--- src/rtl/alu_arbiter.sv ---
// alu_arbiter: round-robin arbiter sharing one combinational ALU between two requesters.
module alu_arbiter #(
  parameter int A = 3
) (
  input  logic                 clk,
  input  logic                 reset,
  input  logic [1:0]           req_valid,
  output logic [1:0]           req_ready,
  input  logic [2*(A+1)-1:0]   req_cmd,
  input  logic [15:0]          req_a,
  input  logic [15:0]          req_b,
  input  logic [1:0]           req_sc,
  output logic [1:0]           rsp_valid,
  input  logic [1:0]           rsp_ready,
  output logic [7:0]           rsp_rslt,
  output logic                 rsp_sc,
  output logic                 rsp_pari,
  output logic [A:0]           alu_cmd,
  output logic [7:0]           alu_inA,
  output logic [7:0]           alu_inB,
  output logic                 alu_sc_i,
  input  logic [7:0]           alu_rslt,
  input  logic                 alu_sc_o,
  input  logic                 alu_pari,
  output logic [7:0]           ops_done
);
  typedef enum logic [1:0] {IDLE, EXEC, RESP} state_t;
  state_t state_q, state_d;
  logic owner_q, owner_d, last_q, last_d, gnt;
  logic [A:0] cmd_q, cmd_d;
  logic [7:0] a_q, a_d, b_q, b_d, rslt_q, rslt_d, ops_q, ops_d;
  logic sc_q, sc_d, rsc_q, rsc_d, pari_q, pari_d, ex;
  // on a tie the requester that did not win last time goes next
  assign gnt = &req_valid ? ~last_q : req_valid[1];
  always_ff @(posedge clk) begin
    if (reset) begin
      state_q <= IDLE;
      owner_q <= 1'b0;
      last_q  <= 1'b1;
      cmd_q   <= '0;
      a_q     <= '0;
      b_q     <= '0;
      sc_q    <= 1'b0;
      rslt_q  <= '0;
      rsc_q   <= 1'b0;
      pari_q  <= 1'b0;
      ops_q   <= '0;
    end else begin
      state_q <= state_d;
      owner_q <= owner_d;
      last_q  <= last_d;
      cmd_q   <= cmd_d;
      a_q     <= a_d;
      b_q     <= b_d;
      sc_q    <= sc_d;
      rslt_q  <= rslt_d;
      rsc_q   <= rsc_d;
      pari_q  <= pari_d;
      ops_q   <= ops_d;
    end
  end
  always_comb begin
    state_d = state_q;
    owner_d = owner_q;
    last_d  = last_q;
    cmd_d   = cmd_q;
    a_d     = a_q;
    b_d     = b_q;
    sc_d    = sc_q;
    rslt_d  = rslt_q;
    rsc_d   = rsc_q;
    pari_d  = pari_q;
    ops_d   = ops_q;
    case (state_q)
      IDLE: if (|req_valid) begin
        state_d = EXEC;
        owner_d = gnt;
        last_d  = gnt;
        cmd_d   = gnt ? req_cmd[2*(A+1)-1 -: A+1] : req_cmd[A:0];
        a_d     = gnt ? req_a[15:8] : req_a[7:0];
        b_d     = gnt ? req_b[15:8] : req_b[7:0];
        sc_d    = gnt ? req_sc[1] : req_sc[0];
      end
      EXEC: begin
        state_d = RESP;
        rslt_d  = alu_rslt;
        rsc_d   = alu_sc_o;
        pari_d  = alu_pari;
      end
      RESP: if (owner_q ? rsp_ready[1] : rsp_ready[0]) begin
        state_d = IDLE;
        ops_d   = ops_q + 8'd1;
      end
      default: state_d = IDLE;
    endcase
  end
  always_comb begin
    ex        = state_q == EXEC;
    req_ready = (state_q == IDLE && |req_valid) ? (gnt ? 2'b10 : 2'b01) : 2'b00;
    rsp_valid = state_q == RESP ? (owner_q ? 2'b10 : 2'b01) : 2'b00;
    alu_cmd   = ex ? cmd_q : '0;
    alu_inA   = ex ? a_q : 8'd0;
    alu_inB   = ex ? b_q : 8'd0;
    alu_sc_i  = ex ? sc_q : 1'b0;
  end
  assign rsp_rslt = rslt_q;
  assign rsp_sc   = rsc_q;
  assign rsp_pari = pari_q;
  assign ops_done = ops_q;
endmodule

--- config.mk ---
export PLATFORM = sky130hd
export DESIGN_NAME = alu_arbiter
export DESIGN_NICKNAME = d
export VERILOG_FILES = /design/src/rtl/alu_arbiter.sv
export SDC_FILE = /design/constraint.sdc
export NUM_CORES = 1
export LEC_CHECK = 0
export ABC_AREA = 1
export CAP_MARGIN = 15
export CORE_MARGIN = 10
export CORE_UTILIZATION = 25
export DETAILED_ROUTE_END_ITERATION = 16
export GPL_ROUTABILITY_DRIVEN = 0
export GPL_TIMING_DRIVEN = 1
export PLACE_DENSITY_LB_ADDON = 0.12
export SETUP_SLACK_MARGIN = 0.5
export SLEW_MARGIN = 20
export SYNTH_ARGS = -nofsm -noshare
export SYNTH_HDL_FRONTEND = slang
export SYNTH_SLANG_ARGS = --single-unit
--- constraint.sdc ---
create_clock -name clk -period 3.2 [get_ports clk]
set_input_delay 0.48 -clock clk [delete_from_list [all_inputs] [get_ports clk]]
set_output_delay 0.48 -clock clk [all_outputs]
set_load 0.02 [all_outputs]
* After elaboration in Yosys (flattened, before gate mapping) *
Index checks and enable logic that the tools add are counted.
Widths: inputs -> output; s select.

storage, ports and cells
  bits in registers = 43
  input bits = 58
  output and inout port bits = 43
  logic and storage cells = 41

operators by class
  $add $sub $neg = 1
  equal/unequal tests = 4
  muxes and demuxes = 17
  bitwise gates (word level) = 1
  reductions and logical operators = 7

operator list
  kind                 count
  $mux 8               4
  $mux 2               6
  $add 8x1->8 const B  1
  $mux 4               2
  $reduce_and 2->1     4
  $pmux 2 s3           1
  $mux 1               4
  $ne 2x2->1 const B   2
  $eq 2x1->1 const B   1
  $eq 2x2->1 const B   1
  $logic_not 2->1      1
  $reduce_or 2->1      1
  $logic_and 1x1->1    1
  $not 1->1            1

* Longest topological paths before layout *
Gate-level depths: netlist (run 1).

  depth in word-level cells = 4
  gate-level depth with buffers = 8
  depth with buffers taken out = 8

* Worst setup path before layout (run 1) *
OpenSTA, ideal clock, no wires.

  kind = input to output
  start = input req_valid[0]
  end = output req_ready[0]
  data arrival time = 1.139 ns
  data required time = 2.720 ns
  slack = 1.581 ns
  stages = 5
  buffers on the path = 1
  cells stage by stage = nand2_1 nand2_1 inv_2 buf_2 nor2_1

between the ends
  word-level cells in the longest chain between the ends = 4
  elaborated cells between the ends (all ways) = 6
  classes of those cells = mux: 3; reduce/logical: 3

RTL lines
  item              line  text
  start, declared   7     input logic [1:0] req_valid,
  $reduce_and 2->1  34    assign gnt = &req_valid ? ~last_q : req_valid[1];
  $mux 1            34
  $mux 2            99    req_ready = (state_q == IDLE && |req_valid) ? (gnt ? 2'b10 : 2'b01) : 2'b00;
  $mux 2 *          99
  end, declared     8     output logic [1:0] req_ready,

Mark *: on every way between the ends. The rest lies on a longest branch, timed or not.

* Worst setup path in the final report (run 1) *
  start = input req_valid[1]
  end = output req_ready[1]

Same word-level chain as after synthesis.

==> run metrics, run 1 <==
status=finished, final reports clean; multi-input combinational cell area=1010 um2; IO Count=101; async set or reset register ratio after synthesis=0%; drt total wl=6.87 mm; largest net degree at the start of global routing=26; Synth Cell Area=2080 um2; worst endpoint required time=2.72 ns; # rows=33; kind of critical path=input port to output pin; Initial Util=25.5%; normalized max-slew margin=67.0%; Design Area, Final=3290 um2; nets=500; initial antenna violation count=0; Seq/Total Area, Yosys=41.3%; max incr delay on CP=0.62 ns; first-pass GRT wire length=11.2 mm; CTS Buffer Depth=2; R2R cell count=6; port bufs=100; Slowest cell on crit path=clkdlybuf4s50_1; Max-Cap Viols=0; Synth Net Count=401; crit end category=output pin; share of the synthesized area in the top cell type=41.3%; cell chain of the critical path=clkdlybuf4s50_1 > nand2_1 > inv_4 > nand2_1 > inv_1 > clkdlybuf4s50_1; HP Class=register to register; RR Startpoint=state_q[1]$_SDFFE_PP0P_; count of final setup violators=0; post-synth top area cell=dfxtp_1; WL/cell=12.6 um; Final Util=40.2%; Fillers=892; proportion of layout cells with a drive suffix above 1=4.75%; Core ar.=8180 um2; Total Power=1.29 mW; clock skew=0.00819 ns; Data arrival, critical path=2.08 ns; Vias per Instance=4.21; gr usage total=10.8%; final cell count without fillers=547; r2r setup slk=1.83 ns; Pre-Repair DR Iteration Count=4; clk root buf=clkbuf_8; WP depth=6; placed cells=539; Startpoint Class=input port; clk slew on worst S/H paths=0.08 ns; f_max=0.391 GHz; syn avg cell area=6.10 um2; Die W=111 um; Slew Limit Fails=0; final setup TNS=0 ns; Layout area overhead=57.6%; number of clock sinks=43; Final ANT Viol Nets=0; Max FO, Critical Path=13; post-DP HPWL=5.14 mm; Least-Margin Pin Slew=0.495 ns; H-tree depth=2; PD cells=394 nW/um2; vias in the first global route=2341; CTS tree=yes; Synth top cells by count=nand2_1, nor2_1, dfxtp_1; top_reg_cell synth=dfxtp_1; CP Buf/Inv Count=4; pre-CTS setup slack=0.577 ns; DRC viols=0; Max IR drop VDD=0.157 mV; post-synth cell types=16; number of synthesized flops with an enable pin=0; final hold viol count=0; ANT cells=0; Die Y=111 um; final setup margin=0.643 ns; worst setup path startpoint=req_valid[1]; die area=12400 um2; ranking of synthesized cells by area=dfxtp_1, nand2_1, nor2_1; worst r2r dst=rsp_rslt[7]$_SDFFE_PP0N_; top-count cell post-synth=nand2_1; post-route minimum period=2.56 ns; worst hold slack=0.466 ns; DP Area=3200 um2; Congestion Overflow GR=0; Largest delay share family, worst path=buffers and inverters; postcts setup bufs=0; post-synthesis instance total=342; vias=2305; register area=861 um2; RSZ-0062 raised after global routing=no; flops & latches, synth=43; Tcrit/Tclk final=79.9%; First DRT Iteration DRCs=80; end of the critical path=req_ready[1]; Clock Latency Late Sink=0.29 ns; Yosys warnings=0; leakage=1.36 nW; TritonCTS Buffers=5
## logic make-up after synthesis
group	share of synthesized area (%)
flops	41.3
fa+ha+maj	0.600
buf+inv	10.3
compound gates	10.8
simple gates	37.0
## how the worst min path moves through the flow
| stage | startpoint | endpoint | depth (start not counted) |
|---|---|---|---|
| floorplan | last_q$_SDFFE_PP1P_ | last_q$_SDFFE_PP1P_ | 2 |
| global placement | a_q[1]$_SDFFE_PP0P_ | a_q[1]$_SDFFE_PP0P_ | 2 |
| detailed placement | a_q[2]$_SDFFE_PP0P_ | a_q[2]$_SDFFE_PP0P_ | 2 |
| CTS | a_q[2]$_SDFFE_PP0P_ | a_q[2]$_SDFFE_PP0P_ | 2 |
| global route | a_q[2]$_SDFFE_PP0P_ | a_q[2]$_SDFFE_PP0P_ | 2 |
| finish | b_q[6]$_SDFFE_PP0P_ | b_q[6]$_SDFFE_PP0P_ | 2 |
## what timing repair did
action	CTS	global route
endpoints found under the setup margin	0	1
hold buffers	0	0
resized for setup	0	1
## cells in the final DEF (no fill, tap or decap)
master and n:
nor3_2 1, clkbuf_1 2, clkinv_1 1, clkdlybuf4s50_1 100, o211ai_2 1, nand2_1 136
ha_1 1, o21ai_0 14, dfxtp_1 43, inv_1 34, clkinv_2 1, o21bai_1 1
clkbuf_8 5, nor2_2 2, buf_4 7, a21oi_1 27, nor2_1 57, nand3_1 5
inv_2 3, inv_4 1
## worst register-to-register path, cell delays in order, from the launching register on
cell and delay [ns]:
dfxtp_1 0.37, inv_2 0.07, nand2_1 0.08, buf_4 0.21
clkinv_1 0.29, nor2_1 0.18, nor2_1 0.06
## per-layer routing
metal | global-route usage, % | wire length (um) | up-vias
met5 | 0 | 0 | -
met2 | 17.1 | 3000 | 75
met3 | 4.87 | 604 | 10
met1 | 12.6 | 3180 | 997
li1 | - | - | 1223
met4 | 3.51 | 97 | 0
## state kept, by name (all words and copies together), names as in the netlist, 2 cells and up
signal / flops
b_q: 8
rsp_rslt: 8
a_q: 8
ops_done: 8
cmd_q: 4
state_q: 2
## power by group
part / internal (mW) / total (mW) / switching [mW]
Clock: 0.153 / 0.333 / 0.180
Sequential: 0.579 / 0.603 / 0.0240
Combinational: 0.169 / 0.357 / 0.188
## cell type report
class / instances / area share (%)
Clock inverter: 1 / 0.152
Sequential cell: 43 / 26.2
Timing Repair Buffer: 107 / 32.1
Inverter: 39 / 4.53
Multi-Input combinational cell: 245 / 30.7
Tap cell: 105 / 4.00
Clock buffer: 7 / 2.32
(Power assumes the default switching activity.)
==> run 2, diff against run 1 <==
==> constraint.sdc (replaced) <==
create_clock -name clk -period 2.2 [get_ports clk]
set_input_delay 0.33 -clock clk [delete_from_list [all_inputs] [get_ports clk]]
set_output_delay 0.33 -clock clk [all_outputs]
set_load 0.02 [all_outputs]
==> run 2 against run 1 <==
Power increased by 58%. Sequential power increased by 45%. First-iteration DRC count decreased by 19%. Cell count increased by 0.73%. Sequential cell count unchanged. Utilization decreased by 0.061 points. Non-clock buffer count increased by 4. Cell area decreased by 0.15%. Combinational power increased by 45%. Clock-buffer cell count decreased by 1. Global-route usage increased by 0.20 points. Via count increased by 0.17%.
==> run metrics, run 2 (same netlist as run 1, synthesis figures left out) <==
status=finished, final reports clean; crit end category=output pin; Slew Limit Fails=0 (unchanged); final hold viol count=0 (unchanged); TritonCTS Buffers=5 (unchanged); HP Class=register to register; worst hold slack=0.465 ns (-0.000330 ns); kind of critical path=register to output pin; Worst Hold Launch=cmd_q[1]$_SDFFE_PP0P_; ANT cells=0 (unchanged); Largest delay share family, worst path=buffers and inverters; Hold Path Cell Cnt=2 (unchanged); die area=12400 um2 (unchanged); r2r setup slk=0.95 ns (-0.88 ns); f_max=0.618 GHz; cell-internal power=1.45 mW (+61%); PD cells=622 nW/um2 (+58%); Gate power share=25.3% (-2.3 points); sw frac=28.8% (-1.4 points); gr usage total=11.0% (+0.20 points); register area=863 um2 (+0.29%); Max FO, Critical Path=3 (-10); max incr delay on CP=0.63 ns (about the same); R2R cell count=6 (unchanged); Fillers=909 (+1.9%); drt total wl=6.79 mm (-1.2%); Tcrit/Tclk final=73.6%; Seq pwr share=43.0% (-3.6 points); clk root buf=clkbuf_8; Max IR drop VDD=0.246 mV (+57%); multi-input combinational cell area=1020 um2 (+0.74%); clock share of power=31.7% (+5.9 points); CTS Buffer Depth=2 (unchanged); most frequent cells in the layout=nand2_1, clkdlybuf4s50_1, nor2_1; clk slew on worst S/H paths=0.08 ns (about the same); Layout area overhead=57.4%; largest net degree at the start of global routing=25 (-3.8%); post-route minimum period=1.62 ns; CP Buf/Inv Count=1 (-3); Core ar.=8180 um2 (unchanged); vias in the first global route=2290 (-2.2%); post-DP HPWL=5.06 mm (-1.4%); Slowest cell on crit path=clkdlybuf4s50_1; # rows=33 (unchanged); Hold Crit Endpoint=cmd_q[1]$_SDFFE_PP0P_; Least-Margin Pin Slew=0.507 ns (+0.0122 ns); RSZ-0062 raised after global routing=yes; CTS tree=yes; Initial Util=25.5% (unchanged); first-pass GRT wire length=11.4 mm (+1.5%); Congestion Overflow GR=0 (unchanged); Clock Latency Late Sink=0.30 ns (about the same); IO Count=101 (unchanged); final setup TNS=0 ns (unchanged); Die W=111 um (unchanged); leakage=1.56 nW (+15%); Final ANT Viol Nets=0 (unchanged); Vias per Instance=4.19 (-0.55%); Die Y=111 um (unchanged); First DRT Iteration DRCs=65 (-19%); final cell count without fillers=551 (+0.73%); nets=504 (+0.80%); WL/cell=12.3 um (-1.9%); Max-Cap Viols=0 (unchanged); cell chain of the critical path=clkdlybuf4s50_1; clock skew=0.00921 ns (+0.00102 ns); port bufs=100 (unchanged); final setup margin=0.582 ns (-0.0615 ns); placed cells=542 (+0.56%); vias=2309 (+0.17%); pre-CTS setup slack=0.0211 ns (-0.556 ns); Startpoint Class=register; worst endpoint required time=1.87 ns (-0.85 ns); proportion of layout cells with a drive suffix above 1=12.3% (+7.6 points); DRC viols=0 (unchanged); number of clock sinks=43 (unchanged); normalized max-slew margin=66.2% (-0.81 points); initial antenna violation count=0 (unchanged); H-tree depth=2 (unchanged); RR Startpoint=state_q[1]$_SDFFE_PP0P_; worst r2r dst=rsp_sc$_SDFFE_PP0N_; Data arrival, critical path=1.29 ns (-0.79 ns); P_sw=0.589 mW (+50%); Pre-Repair DR Iteration Count=4 (unchanged); leading cell type in the layout, fill and taps excluded=nand2_1; count of final setup violators=0 (unchanged)
-- run 2: cell types whose count changed in the layout (fill, tap and decap cells not counted), moves of 2 or more --
cell	previous run	this run
dfxtp_1	43	41
clkdlybuf4s15_2	0	2
dfxtp_2	0	2
dlymetal6s2s_1	0	7
clkbuf_1	2	0
buf_4	7	11
clkdlybuf4s50_1	100	68
buf_2	0	21
-- run 2: layout make-up --
class	count	share of cell area (%)
Multi-Input combinational cell	245	31.0
Timing Repair Buffer	111	30.6
Sequential cell	43	26.3
Inverter	39	4.46
Tap cell	105	4.00
Clock buffer	6	2.52
Clock inverter	2	1.07
-- run 2: metrics by stage --
| step | cell area [um2] | util [%] | total power [mW] |
|---|---|---|---|
| 2_1_floorplan | 2080 | - | 1.17 |
| 3_3_place_gp | 3220 | 39.4 | 1.42 |
| 3_5_place_dp | 3220 | 39.4 | 1.43 |
| 4_1_cts | 3330 | 40.8 | 2.08 |
| 5_1_grt | 3280 | 40.1 | 2.18 |
| 6_report | 3280 | 40.1 | 2.04 |
-- run 2: how the worst max path moves through the flow --
stage,from,end,depth (start not counted)
floorplan,state_q[0]$_SDFFE_PP0P_,alu_cmd[0],3
detailed placement,req_valid[0],req_ready[0],6
finish,ops_done[7]$_SDFFE_PP0P_,ops_done[7],1
global route,state_q[1]$_SDFFE_PP0P_,rsp_valid[0],5
CTS,req_valid[0],req_ready[0],6
global placement,req_valid[0],req_ready[0],6
-- run 2: repair_timing --
item / CTS / global route
pin swaps: 0 / 1
endpoints found under the setup margin: 25 / 24
hold buffers: 0 / 0
gates resized for setup: 88 / 28
setup buffers: 0 / 1
-- run 2: power groups by stage --
stage,sequential [mW],combinational (mW),clock [mW]
6_report,0.877,0.517,0.647
5_1_grt,0.886,0.586,0.709
4_1_cts,0.876,0.531,0.675
3_5_place_dp,0.894,0.536,0
3_3_place_gp,0.893,0.532,0
2_1_floorplan,0.914,0.253,0
-- run 2: metal layers --
layer  part of all wire (%)  vias up  GRT usage, %
met5                      0        -             0
met4                   0.93        0          2.57
met3                     10        6          5.57
met2                     43       81          17.1
met1                     46      991          13.1
li1                       -     1231             -
==> run 3, diff against run 2 <==
==> constraint.sdc (replaced) <==
create_clock -name clk -period 1.3 [get_ports clk]
set_input_delay 0.195 -clock clk [delete_from_list [all_inputs] [get_ports clk]]
set_output_delay 0.195 -clock clk [all_outputs]
set_load 0.02 [all_outputs]
==> run 3 against run 2 <==
The run now ends with setup timing left. Global-route usage increased by 1.1 points. Clock-buffer cell count unchanged. Register-to-register slack worse by 1.1 ns. Critical endpoint is now a_q[0]$_SDFFE_PP0P_.
==> run metrics, run 3 (same netlist as run 1, synthesis figures left out) <==
ANT cells=0 (unchanged); gr usage total=12.0% (+1.1 points); Startpoint Class=register; Fillers=795 (-13%); Die W=111 um (unchanged); port bufs=100 (unchanged); kind of critical path=register to register; Data arrival, critical path=1.59 ns (+0.30 ns); P_sw=1.27 mW (+120%); RSZ-0062 raised after global routing=yes; cell chain of the critical path=inv_6 > buf_4 > o211ai_4 > buf_12 > buf_6 > buf_6 > buf_16 > nand2_1 > a21oi_1; Max IR drop VDD=0.354 mV (+44%); RR Startpoint=state_q[1]$_SDFFE_PP0P_; initial antenna violation count=0 (unchanged); Gate power share=40.5% (+15 points); cell-internal power=2.66 mW (+83%); f_max=0.704 GHz; Core ar.=8180 um2 (unchanged); final setup margin=-0.120 ns (-0.702 ns); Final ANT Viol Nets=0 (unchanged); pre-CTS setup slack=-0.552 ns (-0.573 ns); sw frac=32.4% (+3.5 points); CP Buf/Inv Count=6 (+5); register area=905 um2 (+4.8%); # rows=33 (unchanged); status=complete, but fails checks; leading cell type in the layout, fill and taps excluded=nand2_1; largest net degree at the start of global routing=25 (unchanged); Slowest cell on crit path=dfxtp_4; clock share of power=21.2% (-11 points); die area=12400 um2 (unchanged); HP Class=register to register; Total Power=3.94 mW (+93%); TritonCTS Buffers=5 (unchanged); CTS Buffer Depth=2 (unchanged); Die Y=111 um (unchanged); DRC viols=0 (unchanged); Seq pwr share=38.2% (-4.8 points); H-tree depth=2 (unchanged); drt total wl=7.88 mm (+16%); number of clock sinks=43 (unchanged); vias=2550 (+10%); placed cells=551 (+1.7%); violated checks=setup timing; Largest delay share family, worst path=buffers and inverters; clk root buf=clkbuf_8; proportion of layout cells with a drive suffix above 1=42.3% (+30 points); final hold viol count=0 (unchanged); Layout area overhead=115%; Pre-Repair DR Iteration Count=4 (unchanged); clk slew on worst S/H paths=0.08 ns (about the same); worst endpoint required time=1.47 ns (-0.40 ns); clock skew=0.00720 ns (-0.00201 ns); Vias per Instance=4.32 (+3.1%); Least-Margin Pin Slew=0.305 ns (-0.202 ns); PD cells=880 nW/um2 (+41%); CTS tree=yes; Clock Latency Late Sink=0.29 ns (about the same); worst setup path startpoint=state_q[1]$_SDFFE_PP0P_; Slew Limit Fails=0 (unchanged); post-route minimum period=1.42 ns; post-DP HPWL=5.23 mm (+3.4%); most frequent cells in the layout=nand2_1, clkdlybuf4s50_1, buf_6; nets=543 (+7.7%); Max FO, Critical Path=6 (+3); multi-input combinational cell area=1460 um2 (+43%); crit end category=register; first-pass GRT wire length=12.6 mm (+11%); final cell count without fillers=590 (+7.1%); vias in the first global route=2516 (+9.9%); Max-Cap Viols=0 (unchanged); final setup TNS=-2.97 ns (-2.97 ns); Tcrit/Tclk final=109%; Initial Util=25.5% (unchanged); WL/cell=13.4 um (+8.4%); Worst Hold Launch=a_q[1]$_SDFFE_PP0P_; Congestion Overflow GR=0 (unchanged); max incr delay on CP=0.38 ns (-0.25 ns); count of final setup violators=42 (+42); IO Count=101 (unchanged); leakage=1.89 nW (+21%); First DRT Iteration DRCs=37 (-43%); CP dominant cell by count=buf_6; normalized max-slew margin=79.6% (+13 points)
## run 3: changes by cell type in the layout (fill, tap and decap cells not counted), sizes merged
| cell | previous run | this run |
|---|---|---|
| clkbuf | 6 | 8 |
| inv | 38 | 39 |
| clkdlybuf4s15 | 2 | 0 |
| buf | 34 | 90 |
| dlymetal6s2s | 7 | 0 |
| clkdlybuf4s50 | 68 | 55 |
| bufinv | 1 | 0 |
| dlygate4sd2 | 0 | 2 |
| clkinvlp | 0 | 1 |
## run 3: stage by stage
step | instance area (um2) | util [%] | hold slack (ns)
global placement | 3600 | 44.0 | 0.447
global route | 4480 | 54.7 | 0.480
detailed placement | 3600 | 44.0 | 0.454
finish | 4480 | 54.7 | 0.460
floorplan | 2430 | - | 0.341
CTS | 4200 | 51.3 | 0.465
## run 3: layout make-up
class	count	area share [%]
Clock buffer	6	1.62
Clock inverter	2	0.280
Inverter	39	3.80
Multi-Input combinational cell	245	32.5
Sequential cell	43	20.2
Tap cell	105	2.94
Timing Repair Buffer	149	38.3
Timing Repair inverter	1	0.363
## run 3: what timing repair did
action | in CTS | in global routing
hold buffers | 0 | 0
endpoints found under the setup margin | 86 | 86
resized for setup | 332 | 40
pin swaps | 24 | 25
setup buffers | 11 | 12
gates cloned | 5 | 3
## run 3: worst paths after layout
path                              end  slack (ns)  cells past startpoint
hold reg to reg   a_q[1]$_SDFFE_PP0P_        0.46                      2
hold / removal    a_q[1]$_SDFFE_PP0P_        0.46                      2
setup reg to reg  a_q[0]$_SDFFE_PP0P_       -0.12                      9
setup / recovery  a_q[0]$_SDFFE_PP0P_       -0.12                      9
## run 3: per-layer routing
layer  up-vias  track usage [%]  wire length [um]
li1       1323                -                 -
met1      1167             12.2              3040
met2        58             22.9              4280
met3         2             4.60               526
met4         0             2.06                31
met5         -                0                 0
## run 3: worst reg2reg max path: cells and delay by family, from the launching register on
| family | cells | cell delay (ns) |
|---|---|---|
| buffers and inverters | 6 | 0.70 |
| flip-flops | 1 | 0.38 |
| AO/OA/AOI/OAI | 2 | 0.17 |
| AND/OR/NAND/NOR | 1 | 0.06 |
## run 3: power groups by stage
stage	registers, mW	clock network (mW)	logic (mW)
final	1.51	0.836	1.60
after floorplan	1.55	0	0.607
after CTS	1.51	0.887	1.46
after detailed placement	1.52	0	1.08
after global routing	1.52	0.939	1.72
after global placement	1.52	0	1.07
